==> src/rtl/sdm_pkg.sv <==
// Shared types and default constants for the sigma-delta conversion scheduler.
package sdm_pkg;

  typedef enum logic [1:0] {
    ST_IDLE    = 2'd0,
    ST_SETTLE  = 2'd1,
    ST_CONVERT = 2'd2,
    ST_OUTPUT  = 2'd3
  } state_e;

  localparam int DEF_BOSR   = 256;
  localparam int DEF_WDTH   = 16;
  localparam int DEF_SETTLE = 16;

  function automatic int max_int(input int a, input int b);
    return (a > b) ? a : b;
  endfunction

endpackage

==> src/rtl/rr_arbiter.sv <==
// Round-robin pick: first pending channel strictly after last_ch, wrapping.
module rr_arbiter #(
  parameter int NCH = 4,
  localparam int CW = (NCH > 1) ? $clog2(NCH) : 1
) (
  input  logic [NCH-1:0] pending_i,
  input  logic [CW-1:0]  last_ch_i,
  output logic [NCH-1:0] grant_o,
  output logic [CW-1:0]  idx_o,
  output logic           any_o
);

  always_comb begin
    logic          found;
    int            c;
    logic [CW-1:0] cidx;
    found   = 1'b0;
    c       = 0;
    cidx    = '0;
    grant_o = '0;
    idx_o   = '0;
    for (int k = 1; k <= NCH; k++) begin
      c    = (int'(last_ch_i) + k) % NCH;
      cidx = CW'(c);
      if (!found && pending_i[cidx]) begin
        found          = 1'b1;
        idx_o          = cidx;
        grant_o[cidx]  = 1'b1;
      end else begin
        found = found;
      end
    end
    any_o = found;
  end

endmodule

==> src/rtl/sdm_conv_scheduler.sv <==
// Time-shares one sigma-delta accumulate/decimate datapath across NCH channels:
// round-robin grant, settle discard, BOSR-sample saturating count, held result.
module sdm_conv_scheduler
  import sdm_pkg::*;
#(
  parameter int NCH    = 4,
  parameter int BOSR   = DEF_BOSR,
  parameter int WDTH   = DEF_WDTH,
  parameter int SETTLE = DEF_SETTLE,
  localparam int CW    = (NCH > 1) ? $clog2(NCH) : 1
) (
  input  logic            clk,
  input  logic            rst_n,
  input  logic            en,
  input  logic [NCH-1:0]  req,
  input  logic            adc_bit,
  output logic [CW-1:0]   mux_sel,
  output logic [NCH-1:0]  grant,
  output logic            busy,
  output logic [WDTH-1:0] res_data,
  output logic [CW-1:0]   res_ch,
  output logic            res_valid,
  input  logic            res_ready
);

  localparam int CNTW = $clog2(max_int(BOSR, SETTLE) + 1);

  state_e          state_q;
  logic [NCH-1:0]  pending_q, pending_d;
  logic [WDTH-1:0] acc_q, acc_inc_s;
  logic [CNTW-1:0] cnt_q;
  logic [CW-1:0]   mux_sel_q, last_ch_q, res_ch_q;
  logic [NCH-1:0]  grant_q;
  logic            busy_q, res_valid_q;
  logic [WDTH-1:0] res_data_q;

  logic [NCH-1:0]  arb_gnt_s;
  logic [CW-1:0]   arb_idx_s;
  logic            arb_any_s, take_s, abort_s;

  rr_arbiter #(.NCH(NCH)) u_arb (
    .pending_i (pending_q),
    .last_ch_i (last_ch_q),
    .grant_o   (arb_gnt_s),
    .idx_o     (arb_idx_s),
    .any_o     (arb_any_s)
  );

  // A grant may also be taken on the OUTPUT handshake edge so the next channel starts back-to-back.
  assign take_s  = en && arb_any_s &&
                   ((state_q == ST_IDLE) || ((state_q == ST_OUTPUT) && res_ready));
  assign abort_s = !en && ((state_q == ST_SETTLE) || (state_q == ST_CONVERT));

  always_comb begin
    pending_d = pending_q;
    if (take_s) begin
      pending_d = pending_q & ~arb_gnt_s;
    end else if (abort_s) begin
      pending_d[mux_sel_q] = 1'b1;
    end else begin
      pending_d = pending_q;
    end
    pending_d = pending_d | req;
  end

  always_comb begin
    if (adc_bit && (acc_q != {WDTH{1'b1}})) begin
      acc_inc_s = acc_q + WDTH'(1);
    end else begin
      acc_inc_s = acc_q;
    end
  end

  always_ff @(posedge clk or negedge rst_n) begin
    if (!rst_n) begin
      state_q     <= ST_IDLE;
      pending_q   <= '0;
      acc_q       <= '0;
      cnt_q       <= '0;
      mux_sel_q   <= '0;
      last_ch_q   <= CW'(NCH - 1);
      grant_q     <= '0;
      busy_q      <= 1'b0;
      res_valid_q <= 1'b0;
      res_data_q  <= '0;
      res_ch_q    <= '0;
    end else begin
      pending_q <= pending_d;
      grant_q   <= '0;
      if (take_s) begin
        grant_q     <= arb_gnt_s;
        mux_sel_q   <= arb_idx_s;
        last_ch_q   <= arb_idx_s;
        acc_q       <= '0;
        cnt_q       <= CNTW'(SETTLE);
        busy_q      <= 1'b1;
        res_valid_q <= 1'b0;
        state_q     <= ST_SETTLE;
      end else begin
        case (state_q)
          ST_IDLE: begin
            busy_q <= 1'b0;
          end
          // cnt starts at SETTLE in the grant cycle, leaving exactly SETTLE discarded samples after it.
          ST_SETTLE: begin
            if (!en) begin
              state_q <= ST_IDLE;
              busy_q  <= 1'b0;
            end else if (cnt_q == '0) begin
              cnt_q   <= CNTW'(BOSR - 1);
              state_q <= ST_CONVERT;
            end else begin
              cnt_q <= cnt_q - CNTW'(1);
            end
          end
          ST_CONVERT: begin
            if (!en) begin
              state_q <= ST_IDLE;
              busy_q  <= 1'b0;
            end else if (cnt_q == '0) begin
              acc_q       <= acc_inc_s;
              res_data_q  <= acc_inc_s;
              res_ch_q    <= mux_sel_q;
              res_valid_q <= 1'b1;
              state_q     <= ST_OUTPUT;
            end else begin
              acc_q <= acc_inc_s;
              cnt_q <= cnt_q - CNTW'(1);
            end
          end
          ST_OUTPUT: begin
            if (res_ready) begin
              res_valid_q <= 1'b0;
              busy_q      <= 1'b0;
              state_q     <= ST_IDLE;
            end else begin
              res_valid_q <= 1'b1;
            end
          end
          default: begin
            state_q <= ST_IDLE;
            busy_q  <= 1'b0;
          end
        endcase
      end
    end
  end

  assign mux_sel   = mux_sel_q;
  assign grant     = grant_q;
  assign busy      = busy_q;
  assign res_data  = res_data_q;
  assign res_ch    = res_ch_q;
  assign res_valid = res_valid_q;

endmodule
==> config.mk <==
export PLATFORM = sky130hd
export DESIGN_NAME = sdm_conv_scheduler
export DESIGN_NICKNAME = d
export VERILOG_FILES = /design/src/rtl/sdm_pkg.sv /design/src/rtl/rr_arbiter.sv /design/src/rtl/sdm_conv_scheduler.sv
export SDC_FILE = /design/constraint.sdc
export NUM_CORES = 1
export LEC_CHECK = 0
export ABC_AREA = 1
export BUFFER_PORTS_ARGS = -buffer_cell sky130_fd_sc_hd__buf_2
export CAP_MARGIN = 20
export CORE_ASPECT_RATIO = 0.9
export CORE_UTILIZATION = 40
export CTS_CLUSTER_DIAMETER = 200
export DETAILED_ROUTE_END_ITERATION = 7
export PLACE_DENSITY = 0.54
export SYNTH_ARGS = -nofsm -noshare
export SYNTH_HDL_FRONTEND = slang
export SYNTH_HIERARCHICAL = 1
export SYNTH_SLANG_ARGS = --single-unit
==> constraint.sdc <==
create_clock -name clk -period 6.5 [get_ports clk]
set_input_delay 1.3 -clock clk [delete_from_list [all_inputs] [get_ports clk]]
set_output_delay 1.3 -clock clk [all_outputs]
set_load 0.01 [all_outputs]
==> results by group, run 1 <==
Outcome
  – Status: complete, no violations

Power
  – Int Pwr: just under 1 mW
  – Sw frac: 0.4438
  – Clk pwr share: 0.224
  – P per Cell Area: around 410 nW/um2
  – Lkg Pwr: 2.179 nW
  – Combinational fraction of design power: 0.459
  – Sw Pwr: around 0.77 mW
  – Maximum VDD drop: 0.1685 mV
  – Sequential share of power: 0.317

Routing
  – WL/cell: 12.78 um
  – Via density: about 4.8
  – Routed Antenna Nets: 0
  – Detailed Routing Iterations Pass 1: 5
  – Remaining DRCs: 0
  – Routed wire length: roughly 8700 um
  – Initial drt markers: between 150 and 200
  – DR vias: between 3000 and 4000

STA
  – Achievable Freq: 301.9 MHz
  – Final Skew: approximately 0.016 ns
  – Worst-margin pin slew: a little under 0.8 ns
  – Setup TNS: 0 ns
  – Final Setup Violations: 0
  – Period Utilization, post-route: 0.5096
  – Hold Vio Cnt, Final: 0
  – Relative slew margins: 0.4847
  – Crit path time final: 3.312 ns
  – Max Slew Vio Count: 0
  – RSZ-0062 raised after global routing: no

Global route
  – GRT Util Overall: 0.1917
  – Initial antenna violation count: 0
  – Overflow after GRT: 0
  – Vias in the first global route: between 2000 and 3000
  – Largest net degree at the start of global routing: 60
  – First-pass GRT wire length: approximately 15000 um

Clocking
  – Clock tree sinks: between 50 and 60
  – Num CTS Buffers: 9
  – Worst-Skew Late Latency: between 0.3 and 0.4 ns
  – Root buffer cell: clkbuf_8
  – CTS tree: done
  – CTS Hold Bufs: 0
  – Max Root-Sink Buffers: 2
  – H-tree Lvls: 3
  – Post-CTS Setup Bufs: 0
  – Clk slew on worst S/H paths: about 0.080 ns
  – Post-CTS Resized: 0

Worst setup path
  – Most used cell, CP: inv_1
  – Number of cells on the critical path: 13
  – Arr. time, crit path: 3.53 ns
  – Startpoint type of the worst setup path: flop
  – Worst path max stage delay: 0.63 ns
  – Slowest CP cell: dfstp_2
  – Worst path bufs/invs: 4
  – Worst Reg2Reg Path Length in Cells: 13
  – Crit Path Max Fanout: 16
  – Critical Path Sink Type: flop
  – Critical path destination: state_q[0]$_DFFE_PN0P_
  – Reg2Reg Setup Slack: ~3.2 ns
  – Critical path cell sequence: inv_1 > ha_1 > inv_2 > nand3_4 > nand2_4 > nor2_4 > nand4_1 > nand2_1 > a21oi_4 > inv_1 > nand2_1 > inv_1 > o21ai_0
  – Worst path top cell family by delay: buffers and inverters
  – Worst r2r dst: state_q[0]$_DFFE_PN0P_
  – Critical path data required time: around 6.7 ns
  – Crit Path Class: flop to flop
  – RR Startpoint: last_ch_q[1]$_DFFE_PN1P_
  – CP Launch Point: last_ch_q[1]$_DFFE_PN1P_

Final layout
  – Fillcell total: roughly 950
  – Register area: about 1500 um2
  – Post-route insts no fill: slightly below 700
  – N_diodes: 0
  – Area grow syn2layout: 13.08%
  – Post-route cell area: 4240 um2
  – Multi-input logic area: around 2000 um2
  – Nets: 577
  – Ratio of cells with drive above 1 in the final layout: 0.1505

Placement
  – Area after DPL: approximately 4000 um2
  – # placed instances: around 660
  – Port Buffer Count: 34
  – DP Wirelength: 6185 um
  – GP Congestion: about 0.83

Synth
  – Post-Syn Area per Cell: 7.267 um2
  – Post-synth cell types: 34
  – Count of flip-flops with a built-in enable after synthesis: 0
  – Fraction of registers with async set/reset: 1.000
  – #FFs+latches synth: 59
  – Mapped Cells: between 500 and 600
  – Post-synth top cells: nand2_1, dfrtp_1, inv_1, nand3_1, nor2_1
  – Synth Net Count: 540
  – Yosys warns: 6
  – Ranking of synthesized cells by area: dfrtp_1, nand2_1, nand3_1, ha_1, inv_1
  – Netlist Area Pre-Place: between 3000 and 4000 um2
  – Top FF cell, synth: dfrtp_1
  – Share of the synthesized area in the top cell type: 0.3804
  – Sequential element share of the synthesized area: 0.3944
  – Most numerous cell in the Yosys netlist: nand2_1
  – Synth area leader: dfrtp_1

Floorplanning
  – Total core area: about 9100 um2
  – Die area: a little under 10000 um2
  – Chip height: 93.86 um
  – Row cnt: 33
  – Starting Density: 0.4109
  – I/O pin count: 35
  – Die width: 104.1 um

Run
  – Max-cap violation count: 0

Hold path
  – Min-Delay Path Depth: 2
  – Hold Crit Class: flop to flop
tightest hold or removal path, cell delays in order, from the launching register on:
cell and delay (ns):
dfrtp_1 0.34, nand2_1 0.05, nand2_1 0.05
layer usage:
layer / vias to the layer above / share of wire / track usage
li1: 1709 / - / -
met1: 1477 / 0.54 / 0.2853
met2: 75 / 0.40 / 0.2739
met3: 8 / 0.044 / 0.04022
met4: 0 / 0.0092 / 0.06190
met5: - / 0 / 0
registers in the layout, summed over array words and instances (netlist names):
signal     cells
mux_sel        2
state_q        2
res_valid      1
res_ch         2
busy           1
acc_q         16
res_data      16
grant          4
cnt_q          9
last_ch_q      2
pending_q      4
final cells by class:
| cell class | count | area share |
|---|---|---|
| Clock buffer | 12 | 0.03659 |
| Clock inverter | 4 | 0.01711 |
| Inverter | 53 | 0.04869 |
| Multi-Input combinational cell | 394 | 0.4683 |
| Sequential cell | 59 | 0.3488 |
| Tap cell | 122 | 0.03600 |
| Timing Repair Buffer | 36 | 0.04456 |
worst min-delay path by stage:
| stage | from | to | slack, ns |
|---|---|---|---|
| after global routing | res_data[4]$_DFFE_PN0P_ | res_data[4]$_DFFE_PN0P_ | 0.50 |
| after detailed placement | res_data[5]$_DFFE_PN0P_ | res_data[5]$_DFFE_PN0P_ | 0.46 |
| after CTS | res_data[5]$_DFFE_PN0P_ | res_data[5]$_DFFE_PN0P_ | 0.48 |
| after floorplan | last_ch_q[0]$_DFFE_PN1P_ | last_ch_q[0]$_DFFE_PN1P_ | 0.49 |
| final | res_data[5]$_DFFE_PN0P_ | res_data[5]$_DFFE_PN0P_ | 0.47 |
| after global placement | res_data[10]$_DFFE_PN0P_ | res_data[10]$_DFFE_PN0P_ | 0.46 |
metrics by stage:
stage          power (mW)  utilization  worst slack [ns]  hold WS [ns]
3_5_place_dp        1.354       0.4385             3.141        0.4598
4_1_cts             1.755       0.4635             3.150        0.4783
6_report            1.741       0.4647             3.188        0.4735
2_1_floorplan       1.147            -             3.864        0.4860
3_3_place_gp        1.348       0.4385             3.218        0.4593
5_1_grt             1.895       0.4647             2.793        0.5022
kinds of logic after synthesis:
group | synth area share
simple gates | 0.3704
xor+xnor | 0.01401
fa+ha+maj | 0.05005
buf+inv | 0.07608
flops | 0.3944
compound gates | 0.09509
placed cells by master, fill, tap and decap left out, types with 9 or more instances in the layout:
master	count
nand2_1	206
dfrtp_1	57
inv_1	49
nand3_1	38
nor2_1	34
buf_2	34
o21ai_0	33
ha_1	15
nand4_1	11
clkbuf_8	11
a21oi_1	9
power groups by stage:
stage / registers, mW / logic, mW / clock network, mW
floorplan: 0.557 / 0.591 / 0
global placement: 0.556 / 0.792 / 0
detailed placement: 0.560 / 0.794 / 0
CTS: 0.554 / 0.798 / 0.402
global route: 0.569 / 0.912 / 0.414
finish: 0.553 / 0.798 / 0.390
Power figures use the tool's default switching activity.
==> inputs of run 2 (changes only) <==
Clock period 6.5 ns to 3.1 ns, I/O delays scaled along.
==> run 2 against run 1 <==
  * Worst hold slack lost 0.032 ns
  * Critical path depth grew 2
  * Critical path type unchanged
  * Core utilization grew 0.082 points
  * Routed wire length shrank 0.73%
  * Clock power grew 83%
==> results by group, run 2 (synthesis results as in run 1) <==
Power
  – P per Cell Area: 843.9 nW/um2 (+110%)
  – Power after layout: 3.585 mW (+110%)
  – Maximum VDD drop: 0.3356 mV (+99%)
  – Lkg Pwr: 2.188 nW (+0.41%)

Worst setup path
  – Startpoint type of the worst setup path: flop
  – Arr. time, crit path: 3.02 ns (-0.51 ns)
  – Crit Path Max Fanout: 10 (-6)
  – Critical path data required time: 3.31 ns (-3.40 ns)
  – Crit Path Class: flop to flop
  – Critical Path Sink Type: flop
  – Reg2Reg Setup Slack: 0.29 ns (-2.90 ns)

STA
  – Hold Vio Cnt, Final: 0 (unchanged)
  – Fin worst setup slack: 0.2859 ns (-2.902 ns)
  – Setup TNS: 0 ns (unchanged)
  – Worst-margin pin slew: 0.7742 ns (+0.001229 ns)
  – Crit path time final: 2.814 ns (-0.4980 ns)
  – Final Skew: 0.01076 ns (-0.004852 ns)
  – Final Setup Violations: 0 (unchanged)
  – Period Utilization, post-route: 0.9078 (+0.3982)
  – RSZ-0062 raised after global routing: no
  – Relative slew margins: 0.4839 (-0.0008190)
  – Achievable Freq: 355.4 MHz (+18%)
  – Max Slew Vio Count: 0 (unchanged)

Final layout
  – Register area: 1479 um2 (unchanged)
  – Highest-count cells in the layout ignoring fill and taps: nand2_1, dfrtp_1, inv_1
  – N_diodes: 0 (unchanged)
  – Nets: 582 (+0.87%)
  – Fillcell total: 939 (-1.6%)
  – Commonest non-fill, non-tap cell in the layout: nand2_1
  – Fin util: 0.4655 (+0.0008230)
  – Area grow syn2layout: 13.28%
  – Multi-input logic area: 1986 um2 (unchanged)
  – Ratio of cells with drive above 1 in the final layout: 0.1584 (+0.007825)

Clocking
  – Clock tree sinks: 59 (unchanged)
  – Post-CTS Resized: 0 (unchanged)
  – H-tree Lvls: 3 (unchanged)
  – Worst-Skew Late Latency: 0.33 ns (about the same)
  – CTS tree: done
  – Clk slew on worst S/H paths: 0.07 ns (about the same)
  – Num CTS Buffers: 9 (unchanged)
  – CTS Hold Bufs: 0 (unchanged)
  – Max Root-Sink Buffers: 2 (unchanged)
  – Post-CTS Setup Bufs: 0 (unchanged)
  – Root buffer cell: clkbuf_8

Global route
  – Overflow after GRT: 0 (unchanged)
  – Largest net degree at the start of global routing: 60 (unchanged)
  – Initial antenna violation count: 0 (unchanged)
  – GRT Util Overall: 0.1883 (-0.003471)
  – Vias in the first global route: 3061 (+2.2%)
  – First-pass GRT wire length: 14590 um (-1.5%)

Floorplanning
  – Die width: 104.1 um (unchanged)
  – I/O pin count: 35 (unchanged)
  – Total core area: 9125 um2 (unchanged)
  – Die area: 9767 um2 (unchanged)
  – Chip height: 93.86 um (unchanged)
  – Row cnt: 33 (unchanged)
  – Starting Density: 0.4109 (unchanged)

Routing
  – Routed wire length: 8626 um (-0.73%)
  – Detailed Routing Iterations Pass 1: 4 (-1)
  – Routed Antenna Nets: 0 (unchanged)
  – Remaining DRCs: 0 (unchanged)
  – Via density: 4.835 (+0.57%)
  – Initial drt markers: 137 (-16%)
  – DR vias: 3307 (+1.2%)
  – WL/cell: 12.61 um (-1.3%)

Outcome
  – Status: complete, no violations

Placement
  – Pre-CTS setup slack: 0.3252 ns (-2.816 ns)
  – Port Buffer Count: 34 (unchanged)
  – DP Wirelength: 6174 um (-0.18%)
  – GP Congestion: 0.8234 (-0.69%)

Hold path
  – Hold Crit Class: input pin to async pin

Run
  – Max-cap violation count: 0 (unchanged)
## run 2: worst max-delay path, cell delays in order (launching register included)
cell and delay (ns):
dfstp_2 0.63, inv_1 0.17, ha_1 0.40, inv_2 0.09, nand3_1 0.11, nand2_2 0.13
nand4_1 0.12, nand2_1 0.09, a21oi_4 0.23, inv_1 0.14, nand2_1 0.08, inv_1 0.04
o21ai_0 0.10, inv_1 0.19, nand2_1 0.09, o21ai_0 0.08
## run 2: through the flow
step,instance area [um2],instances,hold WS (ns)
after floorplan,3750,516,0.3244
after CTS,4248,684,0.4629
after global routing,4248,684,0.4593
final,4248,684,0.4418
after global placement,4046,669,0.4587
after detailed placement,4046,669,0.4595
## run 2: final timing paths
check | start | endpoint | cells after the start
max in group asynchronous | rst_n | cnt_q[6]$_DFFE_PN0P_ | 2
setup / recovery | last_ch_q[1]$_DFFE_PN1P_ | cnt_q[1]$_DFFE_PN0P_ | 15
min in group clk | res_data[4]$_DFFE_PN0P_ | res_data[4]$_DFFE_PN0P_ | 2
setup reg to reg | last_ch_q[1]$_DFFE_PN1P_ | cnt_q[1]$_DFFE_PN0P_ | 15
hold / removal | rst_n | grant[0]$_DFF_PN0_ | 2
hold reg to reg | res_data[4]$_DFFE_PN0P_ | res_data[4]$_DFFE_PN0P_ | 2
## run 2: cell type report
class,instances,share of cell area
Clock inverter,4,0.01178
Sequential cell,59,0.3482
Multi-Input combinational cell,394,0.4675
Timing Repair Buffer,41,0.05243
Tap cell,122,0.03594
Clock buffer,11,0.03564
Inverter,53,0.04860
## run 2: routing by layer
| metal | global-route usage | routed length [um] |
|---|---|---|
| met5 | 0 | 0 |
| met4 | 0.05714 | 73 |
| met1 | 0.2679 | 4689 |
| met2 | 0.2861 | 3523 |
| met3 | 0.03953 | 340 |
## run 2: report_power, final
part,switching [mW],internal (mW)
logic,1.15,0.587
clock network,0.306,0.409
registers,0.158,0.975
total,1.61,1.97
